## src/rtl/mem_port_arbiter.sv

```systemverilog
// mem_port_arbiter
// Shares the single off-chip memory port between the I-cache and the D-cache.
// The I-cache only issues block reads. The D-cache issues block reads and write-backs.
// When both caches request in the same cycle, the grant alternates between them.
// Only one memory transaction is in flight at a time.
// The winner's address, data and operation are latched at the grant edge.
// Read data is returned with a one-cycle ready pulse.
// Every output comes from a flop, so no input reaches an output combinationally.
//
//  state    | meaning
//  ---------+---------------------------------------------------------------
//  S_IDLE   | no transaction; arbitrate between requesters
//  S_I_MEM  | I-cache read on the memory port, waiting for mem_ready
//  S_D_MEM  | D-cache read or write on the memory port, waiting for mem_ready
//  S_I_RESP | i_ready pulse; requests are not evaluated here
//  S_D_RESP | d_ready pulse; requests are not evaluated here

module mem_port_arbiter #(
    parameter int ADDR_W = 28,
    parameter int DATA_W = 128
) (
    input  logic              clk,
    input  logic              rst_n,

    input  logic              i_read,
    input  logic [ADDR_W-1:0] i_addr,
    output logic              i_ready,
    output logic [DATA_W-1:0] i_rdata,

    input  logic              d_read,
    input  logic              d_write,
    input  logic [ADDR_W-1:0] d_addr,
    input  logic [DATA_W-1:0] d_wdata,
    output logic              d_ready,
    output logic [DATA_W-1:0] d_rdata,

    output logic              mem_read,
    output logic              mem_write,
    output logic [ADDR_W-1:0] mem_addr,
    output logic [DATA_W-1:0] mem_wdata,
    input  logic              mem_ready,
    input  logic [DATA_W-1:0] mem_rdata,

    output logic              busy
);

    typedef enum logic [2:0] {
        S_IDLE   = 3'd0,
        S_I_MEM  = 3'd1,
        S_D_MEM  = 3'd2,
        S_I_RESP = 3'd3,
        S_D_RESP = 3'd4
    } state_t;

    state_t              r_state;
    state_t              w_state_nxt;

    // r_last_d: 1 when the D-cache holds the most recent grant; resets to I
    logic                r_last_d;
    logic                r_op_write;

    logic                r_mem_read;
    logic                r_mem_write;
    logic [ADDR_W-1:0]   r_mem_addr;
    logic [DATA_W-1:0]   r_mem_wdata;
    logic                r_i_ready;
    logic                r_d_ready;
    logic [DATA_W-1:0]   r_i_rdata;
    logic [DATA_W-1:0]   r_d_rdata;
    logic                r_busy;

    logic                w_i_req;
    logic                w_d_req;
    logic                w_grant_i;
    logic                w_grant_d;
    logic                w_op_write_nxt;
    logic                w_mem_read_nxt;
    logic                w_mem_write_nxt;
    logic                w_i_ready_nxt;
    logic                w_d_ready_nxt;
    logic                w_busy_nxt;

    // Arbitration: only in IDLE; on a tie the side that did not win last time is granted
    always_comb begin
        w_i_req   = i_read;
        w_d_req   = d_read | d_write;
        w_grant_i = 1'b0;
        w_grant_d = 1'b0;
        if (r_state == S_IDLE) begin
            if (w_i_req && w_d_req) begin
                w_grant_d = ~r_last_d;
                w_grant_i = r_last_d;
            end else begin
                w_grant_i = w_i_req;
                w_grant_d = w_d_req;
            end
        end
    end

    // State register; reset abandons any transaction in flight
    always_ff @(posedge clk or negedge rst_n) begin
        if (!rst_n) begin
            r_state <= S_IDLE;
        end else begin
            r_state <= w_state_nxt;
        end
    end

    // Next-state logic
    always_comb begin
        w_state_nxt = r_state;
        unique case (r_state)
            S_IDLE: begin
                if (w_grant_d) begin
                    w_state_nxt = S_D_MEM;
                end else if (w_grant_i) begin
                    w_state_nxt = S_I_MEM;
                end
            end
            S_I_MEM: begin
                if (mem_ready) begin
                    w_state_nxt = S_I_RESP;
                end
            end
            S_D_MEM: begin
                if (mem_ready) begin
                    w_state_nxt = S_D_RESP;
                end
            end
            S_I_RESP: w_state_nxt = S_IDLE;
            S_D_RESP: w_state_nxt = S_IDLE;
            default:  w_state_nxt = S_IDLE;
        endcase
    end

    // Output decode from the next state, so the flops present outputs in step with the state
    always_comb begin
        // A D grant with both d_read and d_write high becomes a write
        w_op_write_nxt  = w_grant_d ? d_write : r_op_write;
        w_mem_read_nxt  = (w_state_nxt == S_I_MEM) ||
                          ((w_state_nxt == S_D_MEM) && !w_op_write_nxt);
        w_mem_write_nxt = (w_state_nxt == S_D_MEM) && w_op_write_nxt;
        w_i_ready_nxt   = (w_state_nxt == S_I_RESP);
        w_d_ready_nxt   = (w_state_nxt == S_D_RESP);
        w_busy_nxt      = (w_state_nxt != S_IDLE);
    end

    // Registered strobes, ready pulses and busy
    always_ff @(posedge clk or negedge rst_n) begin
        if (!rst_n) begin
            r_mem_read  <= 1'b0;
            r_mem_write <= 1'b0;
            r_i_ready   <= 1'b0;
            r_d_ready   <= 1'b0;
            r_busy      <= 1'b0;
        end else begin
            r_mem_read  <= w_mem_read_nxt;
            r_mem_write <= w_mem_write_nxt;
            r_i_ready   <= w_i_ready_nxt;
            r_d_ready   <= w_d_ready_nxt;
            r_busy      <= w_busy_nxt;
        end
    end

    // Latch the winner's request at the grant edge and remember who won
    always_ff @(posedge clk or negedge rst_n) begin
        if (!rst_n) begin
            r_last_d    <= 1'b0;
            r_op_write  <= 1'b0;
            r_mem_addr  <= '0;
            r_mem_wdata <= '0;
        end else if (w_grant_d) begin
            r_last_d    <= 1'b1;
            r_op_write  <= d_write;
            r_mem_addr  <= d_addr;
            r_mem_wdata <= d_wdata;
        end else if (w_grant_i) begin
            r_last_d    <= 1'b0;
            r_op_write  <= 1'b0;
            r_mem_addr  <= i_addr;
        end
    end

    // Capture read data on mem_ready; a D-cache write-back leaves d_rdata alone
    always_ff @(posedge clk or negedge rst_n) begin
        if (!rst_n) begin
            r_i_rdata <= '0;
            r_d_rdata <= '0;
        end else begin
            if ((r_state == S_I_MEM) && mem_ready) begin
                r_i_rdata <= mem_rdata;
            end
            if ((r_state == S_D_MEM) && mem_ready && !r_op_write) begin
                r_d_rdata <= mem_rdata;
            end
        end
    end

    assign mem_read  = r_mem_read;
    assign mem_write = r_mem_write;
    assign mem_addr  = r_mem_addr;
    assign mem_wdata = r_mem_wdata;
    assign i_ready   = r_i_ready;
    assign d_ready   = r_d_ready;
    assign i_rdata   = r_i_rdata;
    assign d_rdata   = r_d_rdata;
    assign busy      = r_busy;

endmodule

```

## config.mk

```make
export PLATFORM = sky130hd
export DESIGN_NAME = mem_port_arbiter
export DESIGN_NICKNAME = d
export VERILOG_FILES = /design/src/rtl/mem_port_arbiter.sv
export SDC_FILE = /design/constraint.sdc
export NUM_CORES = 1
export LEC_CHECK = 0
export ABC_AREA = 0
export CAP_MARGIN = 10
export CORE_AREA = 3 3 289 291
export CTS_CLUSTER_DIAMETER = 100
export DETAILED_ROUTE_END_ITERATION = 12
export DIE_AREA = 0 0 292 294
export PLACE_DENSITY = 0.54
export SLEW_MARGIN = 5
export SYNTH_ARGS = -nofsm -noshare
export SYNTH_HDL_FRONTEND = slang
export SYNTH_SLANG_ARGS = --single-unit
```

## constraint.sdc

```tcl
create_clock -name clk -period 2.7 [get_ports clk]
set_input_delay 0.54 -clock clk [delete_from_list [all_inputs] [get_ports clk]]
set_output_delay 0.54 -clock clk [all_outputs]
set_load 0.03 [all_outputs]
```

---- Word level (Yosys, flattened, before mapping) ----
Index checks and enable logic that the tools add are counted.
Widths: inputs -> output; s select.
operators by class
  equal/unequal tests ..................... 6
  multiplexer cells ....................... 15
  bitwise logic cells ..................... 2
  reductions and logical operators ........ 12
operators with widths
  kind                number
  $mux 28             2
  $mux 3              4
  $eq 3x2->1 const B  3
  $pmux 3 s3          1
  $mux 1              8
  $eq 3x1->1 const B  2
  $logic_and 1x1->1   6
  $eq 3x3->1 const B  1
  $logic_not 3->1     1
  $reduce_bool 3->1   1
  $logic_not 1->1     2
  $reduce_bool 2->1   1
  $logic_or 1x1->1    1
  $not 1->1           1
  $or 1x1->1          1
storage, ports and cells
  register bits after elaboration ......... 422
  input bits .............................. 318
  output and inout port bits .............. 417
  word-level logic and storage cells ...... 47

---- Depth between registers and ports, before layout ----
  depth in word-level cells ............... 10
  mapped depth ............................ 7
  depth with buffers taken out ............ 4

---- Worst setup path before layout ----
OpenSTA, ideal clock, no wires.
  kind .................................... input to register
  from .................................... input i_read
  to ...................................... register r_mem_wdata[10], in the netlist mem_wdata[10]
  setup time .............................. 0.127 ns
  arrival ................................. 1.784 ns
  slack ................................... 0.789 ns
  cell stages on the path ................. 6
  path through ............................ a2111oi_4 > nor2b_1 > buf_4 > buf_8 > buf_6 > mux2_1
on the way
  longest elaborated chain between the ends .. 3
ends and longest elaborated chain
  what                  line  source
  from (decl)           25    input logic i_read,
  $logic_and 1x1->1     90    if (w_i_req && w_d_req) begin
  $mux 1                90
  $mux 1                89    if (r_state == S_IDLE) begin
  to (signal assigned)  176   r_mem_wdata <= d_wdata;
  to (decl)             65    logic [DATA_W-1:0] r_mem_wdata;
Every way passes these cells.
A chain may end at the register's enable or synchronous reset.

---- Worst setup path after layout ----
  from .................................... register r_busy, in the netlist busy
  to ...................................... output busy
RTL lines
  what                    line  source
  from (decl)             70    logic r_busy;
  from (signal assigned)  161   r_busy <= w_busy_nxt;
  to (decl)               44    output logic busy
No word-level cell between the ends.

==> flow_summary.toml <==
[cells_and_area]
antenna_cells = 0
fin_nets = 2047
post-route-util_pct = 32.7
regArea_mm2 = 0.0106
drive_gt1_share_pct = 24.1
design_area_mm2 = 0.0264
multi_input_area_mm2 = 0.00501
final.fill_count = 7919
syn_to_final_growth_pct = 65.7

[worst_hold_path]
min_path_type = "flip-flop to flip-flop"
min_path_cells = 1

[detailed_routing]
wl_met3_um = 4430
drt_iter0_drc = 260
drtPass1Iterations = 4
routedWlPerCell_um = 19.0
routed.top_layer = "met4"
ant_nets = 0
vias = 11000
met2_wirelength_um = 28600
routed_wl_um = 53600
drc = 0
via_per_inst = 3.91
wl_met1_um = 19400

[power]
ir_drop_mv = 0.762
report.power.total_mw = 37.2
internal_power_mw = 22.4
p_per_area_mw_per_mm2 = 1410
p_seq_share_pct = 30.4
clockPowerShare_pct = 17.0
switchingPower_mw = 14.9
leakage_nw = 10.9
p_sw_share_pct = 39.9
p_comb_share_pct = 52.6

[timing]
finalSetupViolCount = 0
worst_pin_slew_ns = 1.14
final-hold-violation-count = 0
period_share_pct = 82.4
rsz0062_at_grt = "false"
min_period_ns = 2.23
holdWs_ns = 0.471
final.setup.worst_slack_ns = 0.474
max_freq_mhz = 449
max-slew-margin-rel_pct = 24.0
finalClockSkew_ns = 0.0123
slew_viol_final = 0

[setup_path]
crit_fanout = 1
cpPeakStageDelay_ns = 0.74
cp_top_family = "buffers and inverters"
crit_slowest_cell = "clkdlybuf4s50_1"
start_kind = "flip-flop"
crit_type = "flip-flop to output port"
required_ns = 2.16
path_depth = 1
crit_arrival_ns = 1.69
critPathBufInv = 1
cp_cell_sequence = "clkdlybuf4s50_1"
crit_path_end_kind = "output port"
reg2reg_depth = 5

[clock_network]
htreeDepth = 2
clk_pin_slew_ns = 0.06
cts_tree = "yes"
cts_sinks = 422
numCtsBuffers = 47
cts_root_buf = "clkbuf_16"
insertion_delay_ns = 0.57
clk_path_buf_depth = 3

[yosys]
yosysSeqAreaShare_pct = 66.3
yosysWarningCount = 0
syn-cell-area_mm2 = 0.0159
syn_avg_cell_area_um2 = 17.0
syn_nets = 1258
yosysUniqueCellTypes = 32
syn-instance-count = 940
ys_ff_latch = 422

[status]
status = "finished clean"

[floorplan]
ios = 735
die_w_um = 292
die_h_um = 294
core.rowCount = 104
die_area_mm2 = 0.0858
initial_core_util_pct = 19.7
coreArea_mm2 = 0.0808

[placement]
pre_cts_slack_ns = -0.0709
io_buffer_count = 734
place_area_mm2 = 0.0249
hpwl_um = 41600
place_congestion = 0.800

[job]
cap_violations = 0

[global_routing]
antenna_found_initial = 0
grt_pass1_wl_um = 79400
grt_pass1_vias = 12300
grt_max_degree = 69
grt.total_usage_pct = 12.0
grt.overflow.total = 0
==> synth_stat cells <==
library cell | number | area (um^2)
buf_6 | 14 | 158
or3_1 | 1 | 6.26
mux2_2 | 293 | 3300
nor3b_1 | 1 | 7.51
o211a_1 | 1 | 10.0
nor4bb_1 | 1 | 10.0
or2_2 | 1 | 6.26
nor2b_1 | 3 | 18.8
and4bb_2 | 1 | 12.5
buf_8 | 1 | 15.0
dfrtp_1 | 422 | 10600
o21bai_1 | 1 | 7.51
a22o_1 | 29 | 254
a21o_1 | 28 | 210
mux2_1 | 92 | 1040
a221oi_1 | 1 | 8.76
nor2_2 | 1 | 6.26
nand2_1 | 1 | 3.75
and3_1 | 1 | 6.26
buf_4 | 13 | 97.6
inv_1 | 1 | 3.75
o21ai_0 | 1 | 5.00
a2111oi_4 | 1 | 27.5
o311a_1 | 1 | 10.0
a22oi_1 | 1 | 7.51
a2111oi_2 | 1 | 15.0
nor2_1 | 2 | 7.51
buf_2 | 19 | 95.1
clkbuf_1 | 3 | 11.3
buf_1 | 1 | 3.75
a2bb2oi_1 | 1 | 8.76
nor3_1 | 2 | 10.0
==> layout make-up <==
type | count | share of cell area [%]
tap | 1060 | 5.02
sequential | 422 | 40.0
inverter | 1 | 0.0142
multi-input combinational | 466 | 19.0
clock inverter | 9 | 0.469
clock buffer | 69 | 5.23
timing repair buffer | 791 | 30.3
==> power groups by stage <==
stage               logic (mW)  registers, mW  clock network [mW]
floorplan                 4.58           17.5                   0
global placement          19.7           11.3                   0
detailed placement        19.8           11.4                   0
CTS                       19.9           11.4                6.57
global route              20.5           11.8                6.85
finish                    19.6           11.3                6.32
==> path summary, 6_finish.rpt <==
kind                       slack [ns]          from       endpoint
min in group asynchronous        0.56         rst_n  mem_wdata[82]
max in group asynchronous        1.29         rst_n   mem_addr[25]
max reg2reg                      0.59    r_state[0]   mem_addr[13]
min reg2reg                      0.47  mem_addr[18]   mem_addr[18]
max                              0.47          busy           busy
min                              0.47  mem_addr[18]   mem_addr[18]
==> cell families (layout without fill, tap and decap cells) <==
family | Yosys count | count (layout) | synth area share, %
AND/OR/NAND/NOR | 15 | 15 | 0.597
AO/OA/AOI/OAI | 66 | 66 | 3.54
multiplexers | 385 | 385 | 27.2
flip-flops | 422 | 422 | 66.3
buffers and inverters | 52 | 870 | 2.41
==> metal layers <==
metal,global-route usage [%],vias to the layer above
li1,-,4969
met1,12.6,5527
met2,22.5,451
met3,4.20,72
met4,3.22,0
met5,0,-
==> registers in the layout, indices dropped and copies added (netlist names), 3 cells and up <==
| signal | cells |
|---|---|
| mem_wdata | 128 |
| i_rdata | 128 |
| r_state | 3 |
| mem_addr | 28 |
| d_rdata | 128 |
==> timing repair <==
item,4_1_cts,5_1_grt
endpoints found under the setup margin,0,0
hold buffers,1,0
setup buffers,0,0
endpoints found under the hold margin,20,0
resized for setup,0,0
==> through the flow <==
stage	std cells	setup TNS [ns]
finish	2818	0
global route	2818	0
CTS	2818	0
detailed placement	2739	-1.62
global placement	2739	-0.837
floorplan	940	0
==> cell usage in the layout, fill, tap and decap left out, drive strengths merged, types with 2 or more instances in the layout <==
master and count:
a21o 28, a2111oi 2, bufinv 3, mux2 385, nor2b 3, nor3 2, buf 57, clkinv 6
clkdlybuf4s50 733, dfrtp 422, a22o 29, nor2 3, clkbuf 69
(Power assumes the default switching activity.)
